[config.mk]
export PLATFORM = sky130hd
export DESIGN_NAME = oled_hex_monitor_flat
export DESIGN_NICKNAME = d
export VERILOG_FILES = /design/src/rtl/oled_hex_monitor_if.sv /design/src/rtl/oled_hex_monitor.sv /design/src/flat_wrapper.sv
export SDC_FILE = /design/constraint.sdc
export NUM_CORES = 1
export LEC_CHECK = 0
export BUFFER_PORTS_ARGS = -buffer_cell sky130_fd_sc_hd__clkbuf_2
export CORE_ASPECT_RATIO = 0.6
export CORE_MARGIN = 10
export CORE_UTILIZATION = 56
export CTS_CLUSTER_DIAMETER = 30
export CTS_CLUSTER_SIZE = 40
export DETAILED_ROUTE_END_ITERATION = 7
export PLACE_DENSITY = 0.8
export SLEW_MARGIN = 20
export SYNTH_ARGS = -nofsm -noshare
export SYNTH_HDL_FRONTEND = slang
export SYNTH_SLANG_ARGS = --single-unit
export TNS_END_PERCENT = 5
[constraint.sdc]
create_clock -name clk -period 6.2 [get_ports clk]
set_input_delay 1.24 -clock clk [delete_from_list [all_inputs] [get_ports clk]]
set_output_delay 1.24 -clock clk [all_outputs]
set_load 0.02 [all_outputs]
[src/rtl/oled_hex_monitor_if.sv]
// Character/update/power handshake bundle between the hex monitor and the OLED controller.
interface oled_hex_monitor_if;
  logic       write_start;
  logic [7:0] write_ascii_data;
  logic [8:0] write_base_addr;
  logic       write_ready;
  logic       update_start;
  logic       update_clear;
  logic       update_ready;
  logic       disp_on_start;
  logic       disp_on_ready;
  logic       disp_off_start;
  logic       disp_off_ready;

  modport master (
    output write_start, write_ascii_data, write_base_addr, update_start, update_clear,
           disp_on_start, disp_off_start,
    input  write_ready, update_ready, disp_on_ready, disp_off_ready
  );

  modport slave (
    input  write_start, write_ascii_data, write_base_addr, update_start, update_clear,
           disp_on_start, disp_off_start,
    output write_ready, update_ready, disp_on_ready, disp_off_ready
  );
endinterface

[src/rtl/oled_hex_monitor.sv]
// Debug status front end: draws a title row plus NCH hex channels into the 4x16 OLED text grid,
// sequences controller power-up/down and refreshes on a fixed period.
module oled_hex_monitor #(
  parameter int unsigned      NCH         = 3,
  parameter int unsigned      CH_W        = 32,
  parameter int unsigned      REFRESH     = 5000000,
  parameter bit               CHANGE_ONLY = 1'b0,
  parameter bit               LZ_BLANK    = 1'b0,
  parameter logic [127:0]     TITLE       = "N4V SoC Status  ",
  parameter logic [NCH*8-1:0] LABELS      = "ADP"
) (
  input  logic                  clk,
  input  logic                  rst,
  input  logic                  en,
  input  logic [NCH*CH_W-1:0]   ch_data,
  oled_hex_monitor_if.master    oled,
  output logic                  busy,
  output logic [15:0]           frame_cnt
);
  localparam int unsigned DIG = CH_W / 4;
  localparam int unsigned CW  = (REFRESH > 1) ? $clog2(REFRESH) : 1;

  typedef enum logic [3:0] {
    StOff, StPwrupWait, StIdle, StSnap, StWrite, StWriteWait, StUpdate, StUpdateWait, StPwrdnWait
  } state_e;

  state_e              state_q;
  logic [CW-1:0]       cnt_q;
  logic                pend_q;
  logic                valid_q;
  logic [1:0]          skip_q;
  logic [8:0]          addr_q;
  logic [NCH*CH_W-1:0] snap_q;
  logic [NCH*CH_W-1:0] last_q;
  logic                tick;
  logic [7:0]          chr;
  logic [CH_W-1:0]     val;
  logic [3:0]          nib;
  int unsigned         r, c, d;

  assign tick              = (cnt_q == CW'(REFRESH - 1));
  assign busy              = (state_q != StOff) && (state_q != StIdle);
  assign oled.update_clear = 1'b0;

  // Character for the grid cell at addr_q, digits drawn from the frozen snapshot only.
  always_comb begin
    r   = 32'(addr_q[8:7]);
    c   = 32'(addr_q[6:3]);
    chr = 8'h20;
    val = '0;
    nib = '0;
    d   = 0;
    if (r == 0) begin
      chr = TITLE[8*(15-c) +: 8];
    end else if (r <= NCH) begin
      val = snap_q[(r-1)*CH_W +: CH_W];
      if (c == 0) begin
        chr = LABELS[8*(NCH-r) +: 8];
      end else if (c == 1) begin
        chr = 8'h3A;
      end else if (c >= 3 && c < 3 + DIG) begin
        d   = c - 3;
        nib = val[4*(DIG-1-d) +: 4];
        if (LZ_BLANK && ((val >> (4*(DIG-1-d))) == '0) && (d != DIG - 1)) chr = 8'h20;
        else if (nib < 4'd10) chr = {4'h3, nib};
        else chr = 8'h37 + {4'h0, nib};
      end
    end
  end

  // skip_q masks the pulse cycle and the one after it before ready is trusted again.
  always_ff @(posedge clk) begin
    if (!rst) begin
      state_q               <= StOff;
      oled.write_start      <= 1'b0;
      oled.update_start     <= 1'b0;
      oled.disp_on_start    <= 1'b0;
      oled.disp_off_start   <= 1'b0;
      oled.write_ascii_data <= 8'h20;
      oled.write_base_addr  <= '0;
      frame_cnt             <= '0;
      cnt_q                 <= '0;
      pend_q                <= 1'b0;
      valid_q               <= 1'b0;
      last_q                <= '1;
      snap_q                <= '0;
      addr_q                <= '0;
      skip_q                <= '0;
    end else begin
      oled.write_start    <= 1'b0;
      oled.update_start   <= 1'b0;
      oled.disp_on_start  <= 1'b0;
      oled.disp_off_start <= 1'b0;
      cnt_q               <= tick ? '0 : cnt_q + CW'(1);
      if (tick && state_q != StIdle) pend_q <= 1'b1;
      if (skip_q != 2'd0) skip_q <= skip_q - 2'd1;
      unique case (state_q)
        StOff: if (en && oled.disp_on_ready) begin
          oled.disp_on_start <= 1'b1;
          skip_q             <= 2'd2;
          state_q            <= StPwrupWait;
        end
        StPwrupWait: if (skip_q == 2'd0 && oled.disp_on_ready) begin
          valid_q <= 1'b0;
          pend_q  <= 1'b1;
          state_q <= StIdle;
        end
        StIdle: begin
          if (!en && oled.disp_off_ready) begin
            oled.disp_off_start <= 1'b1;
            skip_q              <= 2'd2;
            state_q             <= StPwrdnWait;
          end else if (tick || pend_q) begin
            pend_q  <= 1'b0;
            snap_q  <= ch_data;
            state_q <= StSnap;
          end
        end
        StSnap: begin
          if (CHANGE_ONLY && valid_q && snap_q == last_q) begin
            state_q <= StIdle;
          end else begin
            addr_q  <= '0;
            state_q <= StWrite;
          end
        end
        StWrite: if (oled.write_ready) begin
          oled.write_start      <= 1'b1;
          oled.write_ascii_data <= chr;
          oled.write_base_addr  <= addr_q;
          skip_q                <= 2'd2;
          state_q               <= StWriteWait;
        end
        StWriteWait: if (skip_q == 2'd0 && oled.write_ready) begin
          if (addr_q == 9'h1F8) begin
            state_q <= StUpdate;
          end else begin
            addr_q  <= addr_q + 9'd8;
            state_q <= StWrite;
          end
        end
        StUpdate: if (oled.update_ready) begin
          oled.update_start <= 1'b1;
          skip_q            <= 2'd2;
          state_q           <= StUpdateWait;
        end
        StUpdateWait: if (skip_q == 2'd0 && oled.update_ready) begin
          last_q    <= snap_q;
          valid_q   <= 1'b1;
          frame_cnt <= frame_cnt + 16'd1;
          state_q   <= StIdle;
        end
        StPwrdnWait: if (skip_q == 2'd0 && oled.disp_off_ready) state_q <= StOff;
        default: state_q <= StOff;
      endcase
    end
  end
endmodule
[src/flat_wrapper.sv]
// flat-port wrapper written by rule: the top's interface ports become plain ports
module oled_hex_monitor_flat 
#(
  parameter int unsigned      NCH         = 3,
  parameter int unsigned      CH_W        = 32,
  parameter int unsigned      REFRESH     = 5000000,
  parameter bit               CHANGE_ONLY = 1'b0,
  parameter bit               LZ_BLANK    = 1'b0,
  parameter logic [127:0]     TITLE       = "                ",
  parameter logic [NCH*8-1:0] LABELS      = "   "
)
  (clk, rst, en, ch_data, busy, frame_cnt, oled_write_start, oled_write_ascii_data, oled_write_base_addr, oled_update_start, oled_update_clear, oled_disp_on_start, oled_disp_off_start, oled_write_ready, oled_update_ready, oled_disp_on_ready, oled_disp_off_ready);
  oled_hex_monitor_if oled_i ();
  input  logic clk;
  input  logic rst;
  input  logic en;
  input  logic [NCH*CH_W-1:0] ch_data;
  output logic busy;
  output logic [15:0] frame_cnt;
  output wire logic [$bits(oled_i.write_start)-1:0] oled_write_start;
  output wire logic [$bits(oled_i.write_ascii_data)-1:0] oled_write_ascii_data;
  output wire logic [$bits(oled_i.write_base_addr)-1:0] oled_write_base_addr;
  output wire logic [$bits(oled_i.update_start)-1:0] oled_update_start;
  output wire logic [$bits(oled_i.update_clear)-1:0] oled_update_clear;
  output wire logic [$bits(oled_i.disp_on_start)-1:0] oled_disp_on_start;
  output wire logic [$bits(oled_i.disp_off_start)-1:0] oled_disp_off_start;
  input wire logic [$bits(oled_i.write_ready)-1:0] oled_write_ready;
  input wire logic [$bits(oled_i.update_ready)-1:0] oled_update_ready;
  input wire logic [$bits(oled_i.disp_on_ready)-1:0] oled_disp_on_ready;
  input wire logic [$bits(oled_i.disp_off_ready)-1:0] oled_disp_off_ready;
  assign oled_write_start = oled_i.write_start;
  assign oled_write_ascii_data = oled_i.write_ascii_data;
  assign oled_write_base_addr = oled_i.write_base_addr;
  assign oled_update_start = oled_i.update_start;
  assign oled_update_clear = oled_i.update_clear;
  assign oled_disp_on_start = oled_i.disp_on_start;
  assign oled_disp_off_start = oled_i.disp_off_start;
  assign oled_i.write_ready = oled_write_ready;
  assign oled_i.update_ready = oled_update_ready;
  assign oled_i.disp_on_ready = oled_disp_on_ready;
  assign oled_i.disp_off_ready = oled_disp_off_ready;
  oled_hex_monitor #(.NCH(NCH), .CH_W(CH_W), .REFRESH(REFRESH), .CHANGE_ONLY(CHANGE_ONLY), .LZ_BLANK(LZ_BLANK), .TITLE(TITLE), .LABELS(LABELS)) u_core (.clk(clk), .rst(rst), .en(en), .ch_data(ch_data), .oled(oled_i), .busy(busy), .frame_cnt(frame_cnt));
endmodule
Word level (Yosys, flattened, before mapping)
Index checks and enable logic that the tools add are counted.
{"block": "totals", "output_inout_bits": 39, "input_bits": 103, "word_cells": 115, "ff_bits": 172}
{"block": "op_classes", "n_shift": 4, "n_mux": 34, "addsub": 10, "bitwise_logic": 2, "eq_ne": 21, "reduce_logical": 28, "order_cmp": 3}
{"op": "$shiftx A128 B33 Y8 const A", "n": 1}
{"op": "$shiftx A96 B33 Y32", "n": 1}
{"op": "$mux W8", "n": 5}
{"op": "$mux W4", "n": 9}
{"op": "$pmux W4 S9", "n": 1}
{"op": "$shiftx A24 B33 Y8 const A", "n": 1}
{"op": "$shiftx A32 B33 Y4", "n": 1}
{"op": "$sub A3 B30 Y30 const A", "n": 1}
{"op": "$add A23 B1 Y23 const B", "n": 1}
{"op": "$eq A23 B23 Y1 const B", "n": 1}
{"op": "$mux W9", "n": 2}
{"op": "$pmux W9 S2", "n": 1}
{"op": "$add A16 B1 Y16 const B", "n": 1}
{"op": "$eq A4 B3 Y1 const B", "n": 4}
{"op": "$mux W2", "n": 6}
{"op": "$reduce_and A2 Y1", "n": 6}
{"op": "$ne A2 B1 Y1 const B", "n": 5}
{"op": "$add A9 B4 Y9 const B", "n": 1}
{"op": "$eq A9 B9 Y1 const B", "n": 1}
{"op": "$logic_and A1 B1 Y1", "n": 9}
{"op": "$eq A4 B1 Y1 const B", "n": 2}
{"op": "$eq A4 B2 Y1 const B", "n": 2}
{"op": "$logic_not A4 Y1", "n": 2}
{"op": "$lt A4 B4 Y1 const B", "n": 2}
{"op": "23 further kinds", "n": 36}

Logic depth before layout (Yosys ltp)
Gate-level depths: netlist of run 1.
{"block": "logic_depth", "ltp_word": 9, "ltp_mapped": 12, "depth_no_buf": 9}

Worst setup path before layout of run 1
Ideal clock, no wire load.
{"block": "synth_path", "kind": "register to register", "startpoint": "register u_core.addr_q[4]", "endpoint": "register u_core.oled.write_ascii_data[1]", "path_stages_with_launch": 12, "setup_ns": 0.116, "synth_period_minus_slack_ns": 2.938, "path_buffers": 2, "t_required_ns": 6.084, "setup_slack_ns": 3.262, "arrival_time_ns": 2.822, "cell_sequence": "dfxtp_1 > clkbuf_1 > inv_1 > ha_1 > buf_2 > and2_1 > a22o_1 > nor4_1 > o31ai_4 > a211oi_4 > a21boi_1 > o211a_1"}
{"block": "synth_between", "elab_chain_len": 9}
{"item": "start, declared", "line_no": "oled_hex_monitor.sv:32", "text": "logic [8:0] addr_q;"}
{"item": "start signal, assigned", "line_no": "oled_hex_monitor.sv:138", "text": "addr_q <= addr_q + 9'd8;"}
{"item": "$sub A4 B2 Y5", "line_no": "oled_hex_monitor.sv:62", "text": "d = c - 3;"}
{"item": "$sub A3 B30 Y30", "line_no": "oled_hex_monitor.sv:63", "text": "nib = val[4*(DIG-1-d) +: 4];"}
{"item": "$shiftx A32 B33 Y4", "line_no": "oled_hex_monitor.sv:63"}
{"item": "$add A6 B4 Y7 or $lt A4 B4 Y1 (tied branches)", "line_no": "oled_hex_monitor.sv:66, oled_hex_monitor.sv:65"}
{"item": "$mux W8", "line_no": "oled_hex_monitor.sv:65", "text": "else if (nib < 4'd10) chr = {4'h3, nib};"}
{"item": "$mux W8", "line_no": "oled_hex_monitor.sv:61", "text": "end else if (c >= 3 && c < 3 + DIG) begin"}
{"item": "$mux W8", "line_no": "oled_hex_monitor.sv:59", "text": "end else if (c == 1) begin"}
{"item": "$mux W8", "line_no": "oled_hex_monitor.sv:57", "text": "if (c == 0) begin"}
{"item": "$mux W8 (*)", "line_no": "oled_hex_monitor.sv:53", "text": "if (r == 0) begin"}
{"item": "end signal, assigned", "line_no": "oled_hex_monitor.sv:129", "text": "oled.write_ascii_data <= chr;"}
{"item": "end, declared", "line_no": "oled_hex_monitor_if.sv:16", "text": "output write_start, write_ascii_data, write_base_addr, update_start, update_clear,"}
Mark *: on every way between the ends. The rest lies on a longest branch, timed or not.
A chain may end at the register's enable or synchronous reset.

Worst setup path after layout of run 1
Ends and elaborated chain as after synthesis.

==> qor.txt, run 1 <==
Outcome -> complete, no violations
Core area -> 0.0131 mm²
Final Max Slew Viols -> 0
Crit Path Max Fanout -> 22
Worst-margin pin slew -> 0.981 ns
Compound-gate portion of the synthesized area -> 14.8%
Worst Path Required -> 6.52 ns
Overall Power -> 2.35 mW
Placed Instances -> 1183
PwrDens -> 266 mW/mm²
CP Class -> reg -> reg
Overflow after GRT -> 0
Asr flop ratio synth -> 0%
Finished Layout Cells -> 1216
Antenna violations before repair -> 0
Final core utilization -> 67.6%
Vias -> 6846
Maxcap violations -> 0
Sequential share of the synthesized area -> 43.5%
Final TNS setup -> 0 ns
Top post-synthesis cells by area -> dfxtp_1 (44%), nand2_1 (12%), a21oi_1 (8.4%)
Synth cell types -> 66
Post-DP HPWL -> 14.4 mm
Post-synthesis xor/xnor area fraction -> 4.40%
ANT nets after route -> 0
Wire per inst -> 16.5 µm
# H-tree levels -> 4
Final Cell Area -> 0.00882 mm²
Syn_area_per_cell -> 8.14 µm²
DRC viols -> 0
Primary FF master, synth -> dfxtp_1
Most frequent cells after synthesis -> nand2_1 (246), dfxtp_1 (165), a21oi_1 (128), nor2_1 (66), clkbuf_1 (39)
RSZ-0062 raised after global routing -> no
Skew-Pair Late Insertion Delay -> 0.43 ns
Total GRT Usage -> 21.0%
Worst-path cell chain -> inv_1 -> ha_1 -> nor2_1 -> a22o_1 -> nor4_1 -> o31ai_4 -> a211oi_4 -> a21boi_1 -> o211a_1
Largest net degree at the start of global routing -> 67
Diodes inserted -> 0
TritonCTS Buffers -> 17
Most common cell in the netlist -> nand2_1
CP arrival -> 4.09 ns
YS warnings -> 0
Final setup viols -> 0
Number of vias per cell -> 5.63
1st-iter DRT viols -> 745
CP max stage delay -> 0.95 ns
Share of post-route cells with drive strength above 1 -> 19.3%
Longest Clk Path Bufs -> 2
Post-Synthesis Cell Area -> 0.00759 mm²
Setup ws final -> 2.44 ns
I/O pins -> 142
CTS tree -> yes
LEAKAGE -> 3.20 nW
Root buf cell -> clkbuf_16
Global-route wire length before repair -> 31.9 mm
Die height -> 110 µm
Max VDD drop -> 0.141 mV
Number of port buffers -> 136
Final hold violations -> 0
Clock transition at the registers of the reported paths -> 0.07 ns
Hold-fix buffer count after cts -> 0
Area leader, netlist -> dfxtp_1
Pre-CTS WS -> 2.63 ns
Mux cell area share after synthesis -> 7.62%
Final Critical Period -> 3.76 ns
Area grow syn2layout -> 16.3%
EDFF count, synth -> 0
Synth top area share -> 43.5%
Post-cts gate resize count -> 0
Slew Limit Headroom -> 34.6%
Synth Register Bits -> 165
WL final -> 20.1 mm
Router iterations before antenna repair -> 5
Post-Synth Simple-Gate Area -> 23.7%
Clock sinks -> 165
Row Count -> 32
Fmax -> 266 MHz
Final nets -> 1143
Final Hold Slack -> 0.454 ns
Tcrit/Tclk final -> 60.7%
Setup bufs post-CTS -> 0
Element type at the critical path start -> flop
Critical path endpoint category -> flop
Placed cell area -> 0.00824 mm²
DIE AREA -> 0.0188 mm²
Adder-cell share of the synthesized area -> 1.15%
CP max stage cell -> ha_1
Hold Path Class -> reg -> reg
Initial core utilization -> 58.1%
Cell count after synthesis -> 932
Number of global-route vias before repair -> 6091
Largest family of logic cells by synthesized area -> simple AND/OR/NAND/NOR gates
Final RePlAce weighted congestion -> 0.900
Worst Clk Skew -> 0.0106 ns
Die width -> 170 µm
-- power by group --
group          leakage [nW]  switching, mW  total (mW)  internal [mW]
clock                 0.275          0.467        1.01          0.547
sequential             1.33         0.0349        1.12           1.08
combinational          1.60          0.129       0.216         0.0873
total                  3.20          0.631        2.35           1.72
-- layout by cell type (no fill, tap or decap), types with 3 or more instances in the layout --
| cell | netlist | final |
|---|---|---|
| a211o_1 | 4 | 4 |
| a211oi_1 | 6 | 6 |
| a21oi_1 | 128 | 128 |
| a31oi_1 | 3 | 3 |
| and2_1 | 8 | 8 |
| and3_1 | 13 | 13 |
| and4_1 | 3 | 3 |
| buf_4 | 9 | 6 |
| clkbuf_16 | 0 | 17 |
| clkbuf_2 | 0 | 136 |
| clkinv_4 | 0 | 3 |
| conb_1 | 1 | 5 |
| dfxtp_1 | 165 | 165 |
| ha_1 | 7 | 7 |
| inv_1 | 13 | 12 |
| inv_6 | 0 | 5 |
| mux2_2 | 3 | 3 |
| mux2i_1 | 27 | 27 |
| mux4_2 | 11 | 11 |
| nand2_1 | 246 | 246 |
| nand2b_1 | 8 | 8 |
| nand3_1 | 18 | 18 |
| nand3b_1 | 4 | 4 |
| nand4_1 | 10 | 10 |
| nor2_1 | 66 | 66 |
| nor2b_1 | 4 | 4 |
| nor3_1 | 9 | 9 |
| nor4_1 | 5 | 5 |
| o21ai_0 | 15 | 15 |
| o22ai_1 | 8 | 8 |
| o31ai_1 | 3 | 3 |
| or3_1 | 5 | 5 |
| xnor2_1 | 18 | 18 |
| xor2_1 | 17 | 17 |
-- flip-flops by register name, indices dropped and copies added (netlist names) --
name / cells
u_core.oled.disp_off_start: 1
u_core.oled.write_ascii_data: 7
u_core.oled.disp_on_start: 1
u_core.snap_q: 96
u_core.skip_q: 2
u_core.oled.write_start: 1
u_core.frame_cnt: 16
u_core.cnt_q: 23
u_core.oled.update_start: 1
u_core.oled.write_base_addr: 6
u_core.state_q: 4
u_core.pend_q: 1
u_core.addr_q: 6
-- final cells by class --
type,instances,area [µm²]
fill,1087,4230
multi-input combinational,693,3950
sequential,165,3300
timing repair buffer,143,746
clock buffer,19,453
tap,170,213
clock inverter,13,113
inverter,13,50.0
-- cells by family after synthesis --
| kind of cell | count (synthesis) |
|---|---|
| adder cells (fa/ha/maj) | 7 |
| AND/OR/NAND/NOR | 412 |
| other | 1 |
| multiplexers | 42 |
| buffers and inverters | 78 |
| flip-flops | 165 |
| AO/OA/AOI/OAI | 191 |
| XOR/XNOR | 36 |
-- routing by layer --
layer | track usage (%) | share of wire [%] | routed length (µm)
met1 | 31.4 | 50 | 10100
met2 | 29.3 | 40 | 8050
met3 | 6.03 | 9.1 | 1830
met4 | 3.74 | 0.94 | 189
met5 | 0 | 0 | 0
-- worst max-delay path: cells and delay by family (launching register included) --
kind	cells	cell delay [ns]
AND/OR/NAND/NOR	2	0.84
buffers and inverters	1	0.13
adder cells (fa/ha/maj)	1	0.95
flip-flops	1	0.61
AO/OA/AOI/OAI	5	1.12
-- final timing paths --
kind	slack [ns]	start	end	cells after the start
setup reg to reg	2.44	u_core.addr_q[4]	u_core.oled.write_ascii_data[1]	9
setup / recovery	2.44	u_core.addr_q[4]	u_core.oled.write_ascii_data[1]	9
hold reg to reg	0.45	u_core.snap_q[65]	u_core.snap_q[65]	2
hold / removal	0.45	u_core.snap_q[65]	u_core.snap_q[65]	2
Note: power is estimated with default switching activity, not from simulation.
==> run 2, diff against run 1 <==
clock period = 3.8 ns   (was 6.2 ns; I/O delays follow)
==> run 2 against run 1 <==
Global-route usage rose by 0.25 points; final cell count grew 0.25%; non-clock buffer count rose by 3; flip-flop and latch count is the same; first-iteration DRC count fell by 4.7%; combinational power grew 64%; count of clock-buffer cells in the layout decreased by 1; wire length rose by 0.68%; die area stayed put.
==> qor.txt, run 2 (synthesis results as in run 1) <==
Placed Instances -> 1187 (was 1183)
Overflow after GRT -> 0 (unchanged)
1st-iter DRT viols -> 710 (was 745)
Worst-margin pin slew -> 0.874 ns (was 0.981 ns)
Setup bufs post-CTS -> 0 (unchanged)
CTS tree -> yes (unchanged)
Clock sinks -> 165 (unchanged)
Antenna violations before repair -> 0 (unchanged)
Most common cell after layout, fill and taps aside -> nand2_1 (unchanged)
Die height -> 110 µm (unchanged)
Longest Clk Path Bufs -> 2 (unchanged)
Placed cell area -> 0.00832 mm² (was 0.00824 mm²)
CP max stage cell -> nor4_1 (was ha_1)
Critical path endpoint category -> flop (unchanged)
Die width -> 170 µm (unchanged)
PwrDens -> 445 mW/mm² (was 266 mW/mm²)
WHS Path Cells -> 2 (unchanged)
Worst Path Required -> 4.12 ns (was 6.52 ns)
Total GRT Usage -> 21.2% (was 21.0%)
Largest regs -> u_core.snap_q: 96 flops, u_core.cnt_q: 23 flops, u_core.frame_cnt: 16 flops (unchanged)
CP arrival -> 3.68 ns (was 4.09 ns)
Crit Path Max Fanout -> 24 (was 22)
Final RePlAce weighted congestion -> 0.930 (was 0.900)
CP max stage delay -> 0.59 ns (was 0.95 ns)
Hold-fix buffer count after cts -> 0 (unchanged)
Slew Limit Headroom -> 41.7% (was 34.6%)
Overall Power -> 3.98 mW (was 2.35 mW)
Diodes inserted -> 0 (unchanged)
I/O pins -> 142 (unchanged)
Finished Layout Cells -> 1219 (was 1216)
Final Max Slew Viols -> 0 (unchanged)
Largest net degree at the start of global routing -> 129 (was 67)
Number of vias per cell -> 5.60 (was 5.63)
Router iterations before antenna repair -> 5 (unchanged)
Row Count -> 32 (unchanged)
TritonCTS Buffers -> 17 (unchanged)
Element type at the critical path start -> flop (unchanged)
Final setup viols -> 0 (unchanged)
CP Class -> reg -> reg (unchanged)
WL final -> 20.3 mm (was 20.1 mm)
Clock transition at the registers of the reported paths -> 0.06 ns (was 0.07 ns)
Flop-to-flop setup slack -> 0.43 ns (was 2.44 ns)
Post-cts gate resize count -> 0 (unchanged)
Area grow syn2layout -> 17.8% (was 16.3%)
Wire per inst -> 16.6 µm (was 16.5 µm)
Final Cell Area -> 0.00894 mm² (was 0.00882 mm²)
Initial core utilization -> 58.1% (unchanged)
Vias -> 6831 (was 6846)
Max VDD drop -> 0.226 mV (was 0.141 mV)
HP Start -> u_core.snap_q[83] (was u_core.snap_q[65])
# H-tree levels -> 4 (unchanged)
Share of post-route cells with drive strength above 1 -> 19.4% (was 19.3%)
Core area -> 0.0131 mm² (unchanged)
Final Critical Period -> 3.37 ns (was 3.76 ns)
Final TNS setup -> 0 ns (unchanged)
Final hold violations -> 0 (unchanged)
Fmax -> 297 MHz (was 266 MHz)
Hold Path Sink -> u_core.snap_q[83] (was u_core.snap_q[65])
RR Endpoint -> u_core.oled.write_ascii_data[1] (unchanged)
LEAKAGE -> 3.26 nW (was 3.20 nW)
Maxcap violations -> 0 (unchanged)
Post-DP HPWL -> 14.8 mm (was 14.4 mm)
Hold Path Class -> reg -> reg (unchanged)
ANT nets after route -> 0 (unchanged)
Largest register FFs -> 96 (unchanged)
Worst-case reg-to-reg path depth -> 10 (was 9)
RSZ-0062 raised after global routing -> no (unchanged)
DIE AREA -> 0.0188 mm² (unchanged)
Global-route wire length before repair -> 32.3 mm (was 31.9 mm)
Worst Clk Skew -> 0.0105 ns (was 0.0106 ns)
DRC viols -> 0 (unchanged)
Root buf cell -> clkbuf_16 (unchanged)
Commonest non-fill, non-tap cells in the layout -> nand2_1 (246), dfxtp_1 (165), clkbuf_2 (136) (unchanged)
Skew-Pair Late Insertion Delay -> 0.42 ns (was 0.43 ns)
Top reg by flops -> u_core.snap_q (unchanged)
Number of port buffers -> 136 (unchanged)
Final nets -> 1146 (was 1143)
Outcome -> complete, no violations (unchanged)
Tcrit/Tclk final -> 88.6% (was 60.7%)
Number of global-route vias before repair -> 6366 (was 6091)
Worst-path cell chain -> inv_1 -> ha_1 -> buf_12 -> mux2i_1 -> a22o_1 -> nor4_1 -> o31ai_4 -> a211oi_4 -> a21boi_1 -> o211a_1 (was inv_1 -> ha_1 -> nor2_1 -> a22o_1 -> nor4_1 -> o31ai_4 -> a211oi_4 -> a21boi_1 -> o211a_1)
R2r startpoint -> u_core.addr_q[7] (was u_core.addr_q[4])
==> run 2: worst max-delay path by stage <==
stage | start | end | slack, ns | cells after the start
2_1_floorplan | u_core.addr_q[4] | u_core.oled.write_ascii_data[1] | 0.86 | 11
3_3_place_gp | u_core.addr_q[7] | u_core.oled.write_ascii_data[1] | 0.62 | 10
3_5_place_dp | u_core.addr_q[7] | u_core.oled.write_ascii_data[1] | 0.52 | 10
4_1_cts | u_core.addr_q[7] | u_core.oled.write_ascii_data[1] | 0.51 | 10
5_1_grt | u_core.addr_q[7] | u_core.oled.write_ascii_data[1] | 0.30 | 10
6_report | u_core.addr_q[7] | u_core.oled.write_ascii_data[1] | 0.43 | 10
==> run 2: routing by layer <==
metal / GRT usage (%) / routed length (µm) / vias up / part of all wire, %
met5: 0 / 0 / - / 0
met3: 5.72 / 1910 / 20 / 9.4
met2: 29.7 / 8160 / 298 / 40
met4: 5.05 / 155 / 0 / 0.77
met1: 31.5 / 10000 / 3136 / 50
li1: - / - / 3377 / -
==> run 2: power breakdown <==
part	leakage, nW	internal, mW	total, mW	switching [mW]
clock network	0.306	1.06	1.80	0.742
registers	1.33	1.77	1.83	0.0568
logic	1.63	0.145	0.355	0.211
==> run 2: worst max-delay path: cells and delay by family, from the launching register on <==
family          cells  cell delay, ns
compound gates      5            1.11
fa+ha+maj           1            0.51
buf+inv             2            0.44
flops               1            0.50
mux                 1            0.10
simple gates        1            0.59
==> run 2: cell type report <==
type / instances / area [µm²]
multi-input combinational: 693 / 3950
sequential: 165 / 3300
inverter: 13 / 50.0
clock inverter: 14 / 190
timing repair buffer: 146 / 806
clock buffer: 18 / 429
tap: 170 / 213
fill: 1048 / 4120
==> run 2: through the flow <==
stage	setup slack, ns	hold WS, ns	utilization, %
after floorplan	0.862	0.430	-
after global placement	0.621	0.439	63.7
after detailed placement	0.516	0.447	63.7
after CTS	0.509	0.454	68.5
after global routing	0.296	0.471	68.5
final	0.433	0.453	68.5
==> run 3, diff against run 2 <==
CORE_UTILIZATION = 55   (was 56)
PLACE_DENSITY = 0.79   (was 0.8)
==> run 3 against run 2 <==
Die area rose by 1.5%; design area fell by 0.29%; utilization fell by 2.9 points; clock skew up 0.0044 ns; power shrank 3.1%; largest power group unchanged.
==> qor.txt, run 3 (synthesis results as in run 1) <==
Wire per inst -> 16.6 µm (about the same)
Hold-fix buffer count after cts -> 0 (unchanged)
PwrDens -> 433 mW/mm² (was 445 mW/mm²)
Final core utilization -> 65.6% (was 68.5%)
Clock transition at the registers of the reported paths -> 0.08 ns (was 0.06 ns)
Worst-case reg-to-reg path depth -> 10 (unchanged)
Total GRT Usage -> 21.1% (was 21.2%)
# H-tree levels -> 4 (unchanged)
Skew-Pair Late Insertion Delay -> 0.43 ns (was 0.42 ns)
Most common cell after layout, fill and taps aside -> nand2_1 (unchanged)
Post-DP HPWL -> 15.0 mm (was 14.8 mm)
CTS tree -> yes (unchanged)
Largest regs -> u_core.snap_q: 96 flops, u_core.cnt_q: 23 flops, u_core.frame_cnt: 16 flops (unchanged)
Commonest non-fill, non-tap cells in the layout -> nand2_1 (246), dfxtp_1 (165), clkbuf_2 (136) (unchanged)
CP arrival -> 3.74 ns (was 3.68 ns)
TritonCTS Buffers -> 17 (unchanged)
Fmax -> 296 MHz (was 297 MHz)
Top reg by flops -> u_core.snap_q (unchanged)
Logic pwr share -> 8.8% (was 8.9%)
Router iterations before antenna repair -> 5 (unchanged)
Number of global-route vias before repair -> 6385 (was 6366)
Final RePlAce weighted congestion -> 0.927 (was 0.930)
LEAKAGE -> 3.25 nW (was 3.26 nW)
Die height -> 111 µm (was 110 µm)
Worst Clk Skew -> 0.0150 ns (was 0.0105 ns)
Setup bufs post-CTS -> 0 (unchanged)
RSZ-0062 raised after global routing -> no (unchanged)
Initial core utilization -> 55.9% (was 58.1%)
Hold Path Class -> reg -> reg (unchanged)
Number of vias per cell -> 5.58 (was 5.60)
Maxcap violations -> 0 (unchanged)
Final TNS setup -> 0 ns (unchanged)
Global-route wire length before repair -> 32.9 mm (was 32.3 mm)
Max VDD drop -> 0.275 mV (was 0.226 mV)
ANT nets after route -> 0 (unchanged)
Final Critical Period -> 3.38 ns (was 3.37 ns)
Clock power frac -> 44.0% (was 45.2%)
1st-iter DRT viols -> 693 (was 710)
Critical path endpoint category -> flop (unchanged)
Longest Clk Path Bufs -> 2 (unchanged)
Area grow syn2layout -> 17.4% (was 17.8%)
Worst-margin pin slew -> 0.853 ns (was 0.874 ns)
Reg power frac -> 47.2% (was 45.9%)
FILL cells -> 1183 (was 1048)
WL final -> 20.3 mm (about the same)
Root buf cell -> clkbuf_16 (unchanged)
Largest register FFs -> 96 (unchanged)
Largest net degree at the start of global routing -> 69 (was 129)
Die width -> 172 µm (was 170 µm)
DRC viols -> 0 (unchanged)
Final Hold Slack -> 0.457 ns (was 0.453 ns)
Crit Path Max Fanout -> 14 (was 24)
Tcrit/Tclk final -> 88.9% (was 88.6%)
Number of port buffers -> 136 (unchanged)
Final nets -> 1149 (was 1146)
Clock sinks -> 165 (unchanged)
Antenna violations before repair -> 0 (unchanged)
Outcome -> complete, no violations (unchanged)
Diodes inserted -> 0 (unchanged)
Row Count -> 33 (was 32)
Post-cts gate resize count -> 0 (unchanged)
Overflow after GRT -> 0 (unchanged)
Internal Power -> 2.79 mW (was 2.97 mW)
WHS Path Cells -> 2 (unchanged)
Final hold violations -> 0 (unchanged)
Final setup viols -> 0 (unchanged)
DIE AREA -> 0.0191 mm² (was 0.0188 mm²)
Overall Power -> 3.86 mW (was 3.98 mW)
Element type at the critical path start -> flop (unchanged)
Final Max Slew Viols -> 0 (unchanged)
Final Cell Area -> 0.00891 mm² (was 0.00894 mm²)
Placed cell area -> 0.00834 mm² (was 0.00832 mm²)
Share of post-route cells with drive strength above 1 -> 19.8% (was 19.4%)
Core area -> 0.0136 mm² (was 0.0131 mm²)
Vias -> 6852 (was 6831)
Slew Limit Headroom -> 43.1% (was 41.7%)
Switching power as a share of total power -> 27.8% (was 25.4%)
I/O pins -> 142 (unchanged)
Worst Path Required -> 4.16 ns (was 4.12 ns)
Net switching power -> 1.07 mW (was 1.01 mW)
CP Class -> reg -> reg (unchanged)
## run 3: cell types whose count changed in the layout (fill, tap and decap cells not counted), sizes merged
cell      previous run  this run
buf                 10        13
bufinv               3         0
clkbuf             154       153
clkinv               5         4
clkinvlp             0         1
inv                 19        23
## run 3: routing by layer
| metal | vias up | track usage (%) | routed length [µm] |
|---|---|---|---|
| li1 | 3383 | - | - |
| met1 | 3190 | 31.9 | 10100 |
| met2 | 261 | 28.1 | 8180 |
| met3 | 18 | 5.94 | 1880 |
| met4 | 0 | 5.25 | 178 |
| met5 | - | 0 | 0 |
## run 3: power by group through the flow
| stage | Clock (mW) | Sequential [mW] | Combinational (mW) |
|---|---|---|---|
| after floorplan | 0 | 1.83 | 0.246 |
| after global placement | 0 | 1.86 | 0.330 |
| after detailed placement | 0 | 1.86 | 0.331 |
| after CTS | 1.70 | 1.82 | 0.337 |
| after global routing | 1.79 | 1.83 | 0.379 |
| final | 1.70 | 1.82 | 0.339 |
## run 3: worst paths after layout
| kind | from | to | slack, ns |
|---|---|---|---|
| setup / recovery | u_core.addr_q[7] | u_core.oled.write_ascii_data[4] | 0.42 |
| hold / removal | u_core.snap_q[11] | u_core.snap_q[11] | 0.46 |
| setup reg to reg | u_core.addr_q[7] | u_core.oled.write_ascii_data[4] | 0.42 |
| hold reg to reg | u_core.snap_q[11] | u_core.snap_q[11] | 0.46 |
## run 3: critical path: stages, from the launching register on
cell	delay [ns]
dfxtp_1	0.50
inv_1	0.20
ha_1	0.69
buf_4	0.24
mux4_2	0.51
mux2i_1	0.16
o22a_1	0.17
o31a_1	0.29
a211oi_4	0.13
a211o_1	0.26
a31oi_1	0.16
## run 3: stage by stage
stage | cells | setup WS (ns)
after floorplan | 936 | 0.862
after global placement | 1195 | 0.618
after detailed placement | 1195 | 0.485
after CTS | 1227 | 0.462
after global routing | 1227 | 0.198
final | 1227 | 0.420
## run 3: layout make-up
| class | instances | area (µm²) | share of cell area (%) |
|---|---|---|---|
| Clock inverter | 15 | 150 | 1.68 |
| Sequential cell | 165 | 3300 | 37.1 |
| Multi-Input combinational cell | 693 | 3950 | 44.3 |
| Timing Repair Buffer | 149 | 816 | 9.15 |
| Tap cell | 175 | 219 | 2.46 |
| Inverter | 13 | 51.3 | 0.576 |
| Clock buffer | 17 | 425 | 4.77 |
